--- config.mk ---
export PLATFORM = sky130hd
export DESIGN_NAME = selector_corriente
export DESIGN_NICKNAME = d
export VERILOG_FILES = /design/src/rtl/selector_corriente.sv
export SDC_FILE = /design/constraint.sdc
export NUM_CORES = 1
export LEC_CHECK = 0
export ABC_AREA = 1
export BUFFER_PORTS_ARGS = -buffer_cell sky130_fd_sc_hd__buf_2
export CORE_ASPECT_RATIO = 1.4
export CORE_MARGIN = 5
export CORE_UTILIZATION = 50
export DETAILED_ROUTE_END_ITERATION = 12
export PLACE_DENSITY = 0.64
export SLEW_MARGIN = 20
export SYNTH_ARGS = -nofsm -noshare
export SYNTH_HDL_FRONTEND = slang
export SYNTH_SLANG_ARGS = --single-unit
--- constraint.sdc ---
create_clock -name clk -period 1.8 [get_ports clk]
set_input_delay 0 -clock clk [delete_from_list [all_inputs] [get_ports clk]]
set_output_delay 0 -clock clk [all_outputs]
set_load 0.02 [all_outputs]
--- src/rtl/selector_corriente.sv ---
// selector_corriente: synchronized, debounced up/down pushbuttons step a saturating 0..MAX_SEL code.
// Optional hold-to-repeat stepping is compiled in by defining SEL_AUTOREPEAT_EN.
module selector_corriente #(
  parameter int DEB_CNT = 50000,
  parameter int MAX_SEL = 10
`ifdef SEL_AUTOREPEAT_EN
  ,
  parameter int REP_DELAY  = 25000000,
  parameter int REP_PERIOD = 5000000
`endif
) (
  input  logic       clk,
  input  logic       rst,
  input  logic       btn_up,
  input  logic       btn_down,
  output logic [3:0] corriente,
  output logic       cambio,
  output logic       en_min,
  output logic       en_max
);

  localparam logic [15:0] DEB_LAST = 16'(DEB_CNT - 1);
  localparam logic [3:0]  SEL_MAX  = 4'(MAX_SEL);

`ifdef SEL_AUTOREPEAT_EN
  localparam logic [31:0] DELAY_LAST  = 32'(REP_DELAY - 1);
  localparam logic [31:0] PERIOD_LAST = 32'(REP_PERIOD - 1);
  typedef enum logic [1:0] {IDLE, HELD, REPEAT} state_t;
`else
  typedef enum logic {IDLE, HELD} state_t;
`endif

  // Bit 0 is the up button, bit 1 the down button.
  logic [1:0] raw;
  logic [1:0] press;
  logic [1:0] rep;
  logic [1:0] req_reg;

  assign raw = {btn_down, btn_up};

  genvar gi;
  generate
    for (gi = 0; gi < 2; gi++) begin : g_btn
      logic        sync1_reg;
      logic        s_reg;
      logic        db_reg;
      logic        db_q_reg;
      logic        armed_reg;
      logic [15:0] cnt_reg;
      logic        eff;
      state_t      state_reg;

      // Until a clean release has been debounced the button is treated as held,
      // so a button kept pressed through reset cannot produce a press event.
      assign eff = armed_reg ? db_reg : 1'b1;

      always_ff @(posedge clk) begin
        if (rst) begin
          sync1_reg <= 1'b0;
          s_reg     <= 1'b0;
          db_reg    <= 1'b0;
          db_q_reg  <= 1'b0;
          armed_reg <= 1'b0;
          cnt_reg   <= '0;
        end else begin
          sync1_reg <= raw[gi];
          s_reg     <= sync1_reg;
          db_q_reg  <= db_reg;
          if (s_reg == eff) begin
            cnt_reg <= '0;
          end else if (cnt_reg == DEB_LAST) begin
            cnt_reg <= '0;
            if (armed_reg) begin
              db_reg <= s_reg;
            end else begin
              armed_reg <= 1'b1;
            end
          end else begin
            cnt_reg <= cnt_reg + 16'd1;
          end
        end
      end

      assign press[gi] = db_reg & ~db_q_reg;

`ifdef SEL_AUTOREPEAT_EN
      logic [31:0] hold_reg;

      always_ff @(posedge clk) begin
        if (rst) begin
          state_reg <= IDLE;
          hold_reg  <= '0;
        end else begin
          case (state_reg)
            IDLE: begin
              hold_reg <= '0;
              if (press[gi]) state_reg <= HELD;
            end
            HELD: begin
              if (!db_reg) begin
                state_reg <= IDLE;
                hold_reg  <= '0;
              end else if (hold_reg == DELAY_LAST) begin
                state_reg <= REPEAT;
                hold_reg  <= '0;
              end else begin
                hold_reg <= hold_reg + 32'd1;
              end
            end
            REPEAT: begin
              if (!db_reg) begin
                state_reg <= IDLE;
                hold_reg  <= '0;
              end else if (hold_reg == PERIOD_LAST) begin
                hold_reg <= '0;
              end else begin
                hold_reg <= hold_reg + 32'd1;
              end
            end
            default: begin
              state_reg <= IDLE;
              hold_reg  <= '0;
            end
          endcase
        end
      end

      assign rep[gi] = (state_reg == REPEAT) && db_reg && (hold_reg == PERIOD_LAST);
`else
      always_ff @(posedge clk) begin
        if (rst) begin
          state_reg <= IDLE;
        end else begin
          case (state_reg)
            IDLE:    if (press[gi]) state_reg <= HELD;
            HELD:    if (!db_reg) state_reg <= IDLE;
            default: state_reg <= IDLE;
          endcase
        end
      end

      assign rep[gi] = 1'b0;
`endif
    end
  endgenerate

  // Step requests are registered once, so both directions in the same cycle cancel.
  always_ff @(posedge clk) begin
    if (rst) begin
      req_reg   <= 2'b00;
      corriente <= '0;
      cambio    <= 1'b0;
      en_min    <= 1'b1;
      en_max    <= 1'b0;
    end else begin
      req_reg <= press | rep;
      cambio  <= 1'b0;
      if (req_reg == 2'b01 && corriente != SEL_MAX) begin
        corriente <= corriente + 4'd1;
        cambio    <= 1'b1;
        en_min    <= 1'b0;
        en_max    <= (corriente + 4'd1 == SEL_MAX);
      end else if (req_reg == 2'b10 && corriente != 4'd0) begin
        corriente <= corriente - 4'd1;
        cambio    <= 1'b1;
        en_min    <= (corriente == 4'd1);
        en_max    <= 1'b0;
      end
    end
  end

endmodule
# After elaboration in Yosys (flattened, before gate mapping)
# Index checks and enable logic that the tools add are counted.
# totals
regBits,51
inputBits,4
output_inout_bits,7
word_cells,56
# classes
addsub,4
eq_ne,9
mux,10
bitwise_logic,6
reduce_logical,10
# ops
cell,count
16-bit by 1-bit adder with 16-bit output (second input constant),2
16-bit == test (second input constant),2
1-bit two-way mux,8
4-bit two-way mux,2
3-bit AND reduction,2
3-bit OR reduction,2
4-bit by 1-bit adder with 4-bit output (second input constant),1
4-bit by 1-bit == test with 1-bit output (second input constant),1
4-bit == test (second input constant),1
4-bit inequality test (second input constant),1
1-bit inverter,4
2-bit AND reduction,2
4-bit nonzero test,1
4-bit by 1-bit subtractor with 4-bit output (second input constant),1
1-bit bitwise AND,2
1-bit == test,2
2-bit by 1-bit == test with 1-bit output (second input constant),1
2-bit == test (second input constant),1
1-bit logical AND,2
2-bit nonzero test,1

# Logic depth before layout (Yosys ltp)
# Gate-level depths: netlist (run 1).
# logic_depth
ltp_word,4
ltp_mapped,9
ltp_nobuf,9

# Least setup slack after synthesis (run 1)
# Ideal clock, no wire load.
# synth_path
path_type,reg-to-reg
from,register corriente[0]
to,register corriente[3]
setup_time_ns,0.056
arrival_time_ns,1.391
required_ns,1.744
path_slack_ns,0.353
path_stages_with_launch,10
n_path_buf,0
cell_sequence,dfxtp_1 > inv_1 > ha_1 > nand3_1 > nand2_2 > nand2_2 > nand2_1 > o21ai_0 > nand2_1 > inv_1
# synth_via
elab_chain_cells,3
word_cells_on_any_way,9
cone_classes,2 x add/sub; 1 x eq/ne; 2 x mux; 4 x reduce/logical
# synth_rtl
item,line,text
start: declaration,16,"output logic [3:0] corriente,"
start signal: assignment,159,corriente <= corriente + 4'd1;
start signal: assignment,164,corriente <= corriente - 4'd1;
"4-bit by 1-bit subtractor with 4-bit output, or another cell as far along",164,
"4-bit two-way mux, or another cell as far along",163,end else if (req_reg == 2'b10 && corriente != 4'd0) begin
4-bit two-way mux or 2-bit nonzero test (tied branches),-,
# Parallel ways exist; a longest one is shown, timed or not. The select of a mux whose other input is x is not followed.
# A chain may end at the register's enable or synchronous reset.

# Worst setup path in the final report (run 1)
# layout_path
from,register g_btn[0].cnt_reg[0]
to,register g_btn[0].cnt_reg[11]
# layout_via
elab_chain_cells,2
word_cells_on_any_way,3
cone_classes,1 x add/sub; 1 x eq/ne; 1 x reduce/logical
# layout_rtl
item,line,text
start: declaration,49,logic [15:0] cnt_reg;
start signal: assignment,79,cnt_reg <= cnt_reg + 16'd1;
branches (longest 2 deep; another with 16-bit by 1-bit adder with 16-bit output),-,
# Parallel ways; which one is timed is not known.

==> out/qor.yml, run 1 <==
numClockSinks: 51
dp_worst_setup_slack_ps: 235
cts_buffer_depth: 2
period_share: 0.853
worst_ep_required_time_ps: 1970
syn_area_mm2: 0.00257
hold_viol_final: 0
yosys_register_bits: 51
drt-vias-per-instance: 4.94
worst_pin_slew_ps: 425
synth-simple-area-share: 0.384
worstSkewPairLatency_ps: 300
initial_utilization: 0.506
syn2layout_area_growth_pct: 9.45
layout_min_cycle_time_ps: 1540
cp-end-kind: "flip-flop"
fin_skew_ps: 17.1
grt_pass1_vias: 2249
synth_compound_area_frac: 0.0594
synth_top_family_by_area: "simple AND/OR/NAND/NOR gates"
seq_area_mm2: 0.00102
drive_above_1_share: 0.0898
avgSynthCellArea_um2: 6.69
synth-xor-area-share: 0.0307
relSlewSlack: 0.714
synth.distinct_cells: 26
placed_cell_area_mm2: 0.00267
setup_tns_ps: 0
critPathSlowestCell: "dfxtp_1"
drt_iter0_markers: 108
layout_commonest_cell: "nand2_1"
setup_ws_ps: 265
place.gp.congestion: 0.910
finalCoreUtilization: 0.553
yosysWarnings: 0
vias: 2305
worstPathArrival_ps: 1710
ant_nets: 0
fin_area_mm2: 0.00281
clk_pin_slew_worst_paths_ps: 90
ir_drop_mv: 0.472
setup_viol: 0
antenna_found_initial: 0
diodes: 0
cts_tree: "built"
hp-class: "input port to flip-flop"
ys_seq_area_frac: 0.397
fmax_mhz: 651
cp_common_cell: "nor2_1"
p_per_area_mw_per_mm2: 720
die_area_mm2: 0.00669
layout_common_cells: "83 x nand2_1, 76 x nor2_1, 55 x inv_1, 51 x dfxtp_1, 32 x nand3_1"
cpPeakStageDelay_ps: 370
route.detailed.wl_per_inst_um: 10.9
grt_max_degree: 17
crit_path_start_kind: "flip-flop"
status: "completed"
fillers: 502
hpwl_um: 3930
crit_type: "flip-flop to flip-flop"
maxCapViolCount: 0
cts_root_buf: "clkbuf_8"
rsz0062_at_grt: "no"
numCtsBuffers: 5
grt_first_pass_wirelength_um: 9030
drc_errors: 0
drv_slew: 0
syn_inst: 384
crit_chain: "ha_1 > nand3_1 > nor2_1 > nand2_1 > nand2_2 > nor2_1"
firstDrtPassIters: 4
rows: 31
power.leakage_nw: 1.11
io_buffers: 10
cts_htree_levels: 2
drt-total-wl_um: 5100
num-nets-final: 410
globalRouteTotalUtil: 0.165
io_pins: 11
die_width_um: 70.6
synthesis.nets: 394
post_cts_buffers: 0
fp.dieH_um: 94.8
multi_input_area_mm2: 0.00129
crit_fanout: 15
largest_reg_flops: 32
core_region_area_mm2: 0.00508
synth_fa_ha_area_frac: 0.0292
grt-ovfl-total: 0
synthMuxAreaShare: 0
==> worst max-delay path, delay by kind of cell (launching register included) <==
family / cells / cell delay, ps
flip-flops: 1 / 370
AND/OR/NAND/NOR: 5 / 830
adder cells (fa/ha/maj): 1 / 200
==> through the flow <==
stage / std cells / power, W / hold slack (ps)
2_1_floorplan: 384 / 0.00122 / 107
3_3_place_gp: 457 / 0.00123 / 203
3_5_place_dp: 457 / 0.00124 / 214
4_1_cts: 467 / 0.00206 / 37.0
5_1_grt: 467 / 0.00211 / 66.8
6_report: 467 / 0.00202 / 49.1
==> what timing repair did <==
item | 4_1_cts | 5_1_grt
endpoints found under the hold margin | 2 | 0
gates resized for setup | 0 | 0
hold buffers | 2 | 0
==> layout make-up <==
cell class | count | area share
Clock inverter | 2 | 0.0125
Clock buffer | 6 | 0.0294
Multi-Input combinational cell | 271 | 0.460
Tap cell | 66 | 0.0294
Inverter | 58 | 0.0779
Timing Repair Buffer | 13 | 0.0276
Sequential cell | 51 | 0.363
==> path summary, 6_finish.rpt <==
kind | from | to | slack [ps] | depth (start not counted)
max | g_btn[0].cnt_reg[0] | g_btn[0].cnt_reg[11] | 260 | 6
min reg2reg | g_btn[0].db_q_reg | req_reg[0] | 370 | 1
max reg2reg | g_btn[0].cnt_reg[0] | g_btn[0].cnt_reg[11] | 260 | 6
min | rst | g_btn[1].s_reg | 50 | 2
==> cell usage after synthesis <==
cell / count / area [um2]
ha_1: 6 / 75.1
xor2_1: 8 / 70.1
nand4_1: 13 / 81.3
buf_2: 1 / 5.00
dfxtp_1: 51 / 1020
inv_2: 2 / 7.51
nand3_1: 32 / 160
nand2_2: 6 / 37.5
nand2_1: 83 / 312
nand3b_1: 5 / 37.5
nor3_1: 4 / 20.0
o21ai_1: 2 / 10.0
xnor2_1: 1 / 8.76
o21ai_0: 5 / 25.0
a21oi_1: 20 / 100
buf_4: 1 / 7.51
nor2_2: 2 / 12.5
buf_6: 2 / 22.5
nand3_2: 1 / 10.0
clkinv_2: 1 / 5.00
a21oi_2: 2 / 17.5
or2_1: 1 / 6.26
nor2_1: 76 / 285
or2_2: 3 / 18.8
inv_1: 55 / 206
or2_0: 1 / 6.26
==> power breakdown <==
part | internal, W | switching [W]
logic | 0.0000202 | 0.0000378
clock network | 0.000450 | 0.000363
registers | 0.00114 | 0.0000100
total | 0.00161 | 0.000410
==> cells by family (layout without fill, tap and decap cells) <==
logic type,Yosys count,after routing
AND/OR/NAND/NOR,227,227
buffers and inverters,62,79
XOR/XNOR,9,9
flip-flops,51,51
AO/OA/AOI/OAI,29,29
adder cells (fa/ha/maj),6,6
==> per-layer routing <==
metal  wire length, um  track usage  vias to the layer above  share of wire
li1                  -            -                     1233              -
met1              2110        0.166                     1026           0.41
met2              2690        0.319                       34           0.53
met3               172       0.0373                       12          0.034
met4               133       0.0768                        0          0.026
met5                 0            0                        -              0
Note: power is estimated with default switching activity, not from simulation.
==> inputs of run 2 (changes only) <==
==> constraint.sdc (replaced) <==
create_clock -name clk -period 1.5 [get_ports clk]
set_input_delay 0 -clock clk [delete_from_list [all_inputs] [get_ports clk]]
set_output_delay 0 -clock clk [all_outputs]
set_load 0.02 [all_outputs]
==> run 2 against run 1 <==
Effect of this change: final area rose by 3.3%; clock skew fell by 6.2 ps; register-to-register slack got worse by 120 ps; maximum frequency rose by 13%; clock power rose by 6.5%; die area did not move; sequential cell count did not move; global-route usage rose by 0.47 points; hold slack got worse by 11 ps; total power rose by 15%; combinational power rose by 48%; largest power group unchanged.
==> out/qor.yml, run 2 (synthesized netlist as in run 1, its figures left out) <==
status: "completed"
clk_pin_slew_worst_paths_ps: 90  # about the same
cts_root_buf: "clkbuf_8"
worstPathArrival_ps: 1600  # -110 ps
p_per_area_mw_per_mm2: 804  # +12%
hpwl_um: 3980  # +1.1%
fp.dieH_um: 94.8  # unchanged
route.detailed.wl_per_inst_um: 11.1  # +1.6%
cts_buffer_depth: 2  # unchanged
core_region_area_mm2: 0.00508  # unchanged
globalRouteTotalUtil: 0.170  # +0.00473
drc_errors: 0  # unchanged
hp-class: "input port to flip-flop"
fin_skew_ps: 10.9  # -6.20 ps
rows: 31  # unchanged
layout_common_cells: "82 x nand2_1, 76 x nor2_1, 53 x inv_1, 50 x dfxtp_1, 31 x nand3_1"
post_cts_buffers: 0  # unchanged
fillers: 531  # +5.8%
worst_pin_slew_ps: 291  # -134 ps
placed_cell_area_mm2: 0.00275  # +3.0%
grt-ovfl-total: 0  # unchanged
setup_viol: 0  # unchanged
crit_path_start_kind: "flip-flop"
rr_endpoint: "g_btn[1].db_reg"
antenna_found_initial: 0  # unchanged
firstDrtPassIters: 4  # unchanged
vias: 2331  # +1.1%
numCtsBuffers: 5  # unchanged
period_share: 0.905  # +0.0525
hold_viol_final: 0  # unchanged
hold_ws_ps: 38.3  # -10.8 ps
cts_htree_levels: 2  # unchanged
layout_commonest_cell: "nand2_1"
drive_above_1_share: 0.122  # +0.0319
finalNonFillerCells: 477  # +2.1%
initial_utilization: 0.506  # unchanged
num-nets-final: 420  # +2.4%
diodes: 0  # unchanged
layout_min_cycle_time_ps: 1360  # -177 ps
worst_ep_required_time_ps: 1750  # -220 ps
drt-total-wl_um: 5300  # +3.7%
io_buffers: 10  # unchanged
placed_cells: 466  # +2.0%
grt_max_degree: 17  # unchanged
setup_ws_ps: 142  # -123 ps
drt-vias-per-instance: 4.89  # -0.99%
cp-end-kind: "flip-flop"
crit_type: "flip-flop to flip-flop"
cts_tree: "built"
reg2reg_depth: 8  # +2
dp_worst_setup_slack_ps: -9.69  # -244 ps
syn2layout_area_growth_pct: 13.1
fmax_mhz: 736  # +13%
worstHoldStart: "rst"
worstSkewPairLatency_ps: 300  # about the same
place.gp.congestion: 0.883  # -3.0%
ir_drop_mv: 0.342  # -27%
drv_slew: 0  # unchanged
r2r_setup_slack_ps: 140  # -120 ps
rsz0062_at_grt: "no"
io_pins: 11  # unchanged
numClockSinks: 51  # unchanged
crit_fanout: 3  # -12
hold-path-endpoint: "g_btn[1].s_reg"
grt_pass1_vias: 2240  # -0.40%
largest_reg_flops: 32  # unchanged
die_width_um: 70.6  # unchanged
grt_first_pass_wirelength_um: 9300  # +3.1%
ant_nets: 0  # unchanged
hold_depth: 2  # unchanged
maxCapViolCount: 0  # unchanged
drt_iter0_markers: 83  # -23%
relSlewSlack: 0.805  # +0.0909
fin_area_mm2: 0.00290  # +3.3%
die_area_mm2: 0.00669  # unchanged
power.leakage_nw: 1.16  # +4.3%
rr_startpoint: "g_btn[1].cnt_reg[0]"
==> run 2: metal layers <==
layer | global-route usage | routed length (um) | part of all wire
met2 | 0.326 | 2870 | 0.54
met1 | 0.184 | 2260 | 0.43
met4 | 0.0596 | 38 | 0.0072
met3 | 0.0330 | 127 | 0.024
met5 | 0 | 0 | 0
==> run 2: critical path, cell delays in order, from the launching register on <==
cell     delay (ps)
dfxtp_1         360
ha_1            200
nand3_1         140
buf_4           180
nor2_1          160
nand4_1         110
nand2_1          70
nand2_1          50
inv_1            40
==> run 2: power breakdown <==
part | total, W | switching (W) | leakage, nW | internal, W
combinational | 0.0000856 | 0.0000508 | 0.696 | 0.0000348
sequential | 0.00138 | 0.0000117 | 0.413 | 0.00137
clock | 0.000866 | 0.000444 | 0.0515 | 0.000422
==> run 2: through the flow <==
stage	TNS, ps	util	total power, W
4_1_cts	0	0.567	0.00237
3_3_place_gp	0	0.542	0.00149
2_1_floorplan	0	-	0.00147
5_1_grt	0	0.572	0.00244
3_5_place_dp	-11.0	0.542	0.00149
6_report	0	0.572	0.00233
==> run 2: worst max-delay path by stage <==
stage                            to                 from
3_3_place_gp   g_btn[0].cnt_reg[11]  g_btn[0].cnt_reg[1]
4_1_cts        g_btn[0].cnt_reg[11]  g_btn[0].cnt_reg[1]
3_5_place_dp   g_btn[0].cnt_reg[11]  g_btn[0].cnt_reg[1]
5_1_grt                corriente[3]         corriente[1]
2_1_floorplan          corriente[3]         corriente[0]
6_report            g_btn[1].db_reg  g_btn[1].cnt_reg[0]
==> run 2: final cells by class <==
cell class,instances,area (um2),area share
Multi-Input combinational cell,272,1320,0.455
Sequential cell,51,1020,0.352
Inverter,58,219,0.0754
Timing Repair Buffer,22,158,0.0543
Clock buffer,8,100,0.0345
Tap cell,66,82.6,0.0284
==> run 2: timing repair <==
| item | 4_1_cts | 5_1_grt |
|---|---|---|
| hold buffers | 2 | 0 |
| gates resized for setup | 1 | 7 |
| endpoints found under the hold margin | 2 | 0 |
| cloned | 0 | 1 |
| pin swaps | 0 | 1 |
| setup endpoints to repair | 3 | 16 |
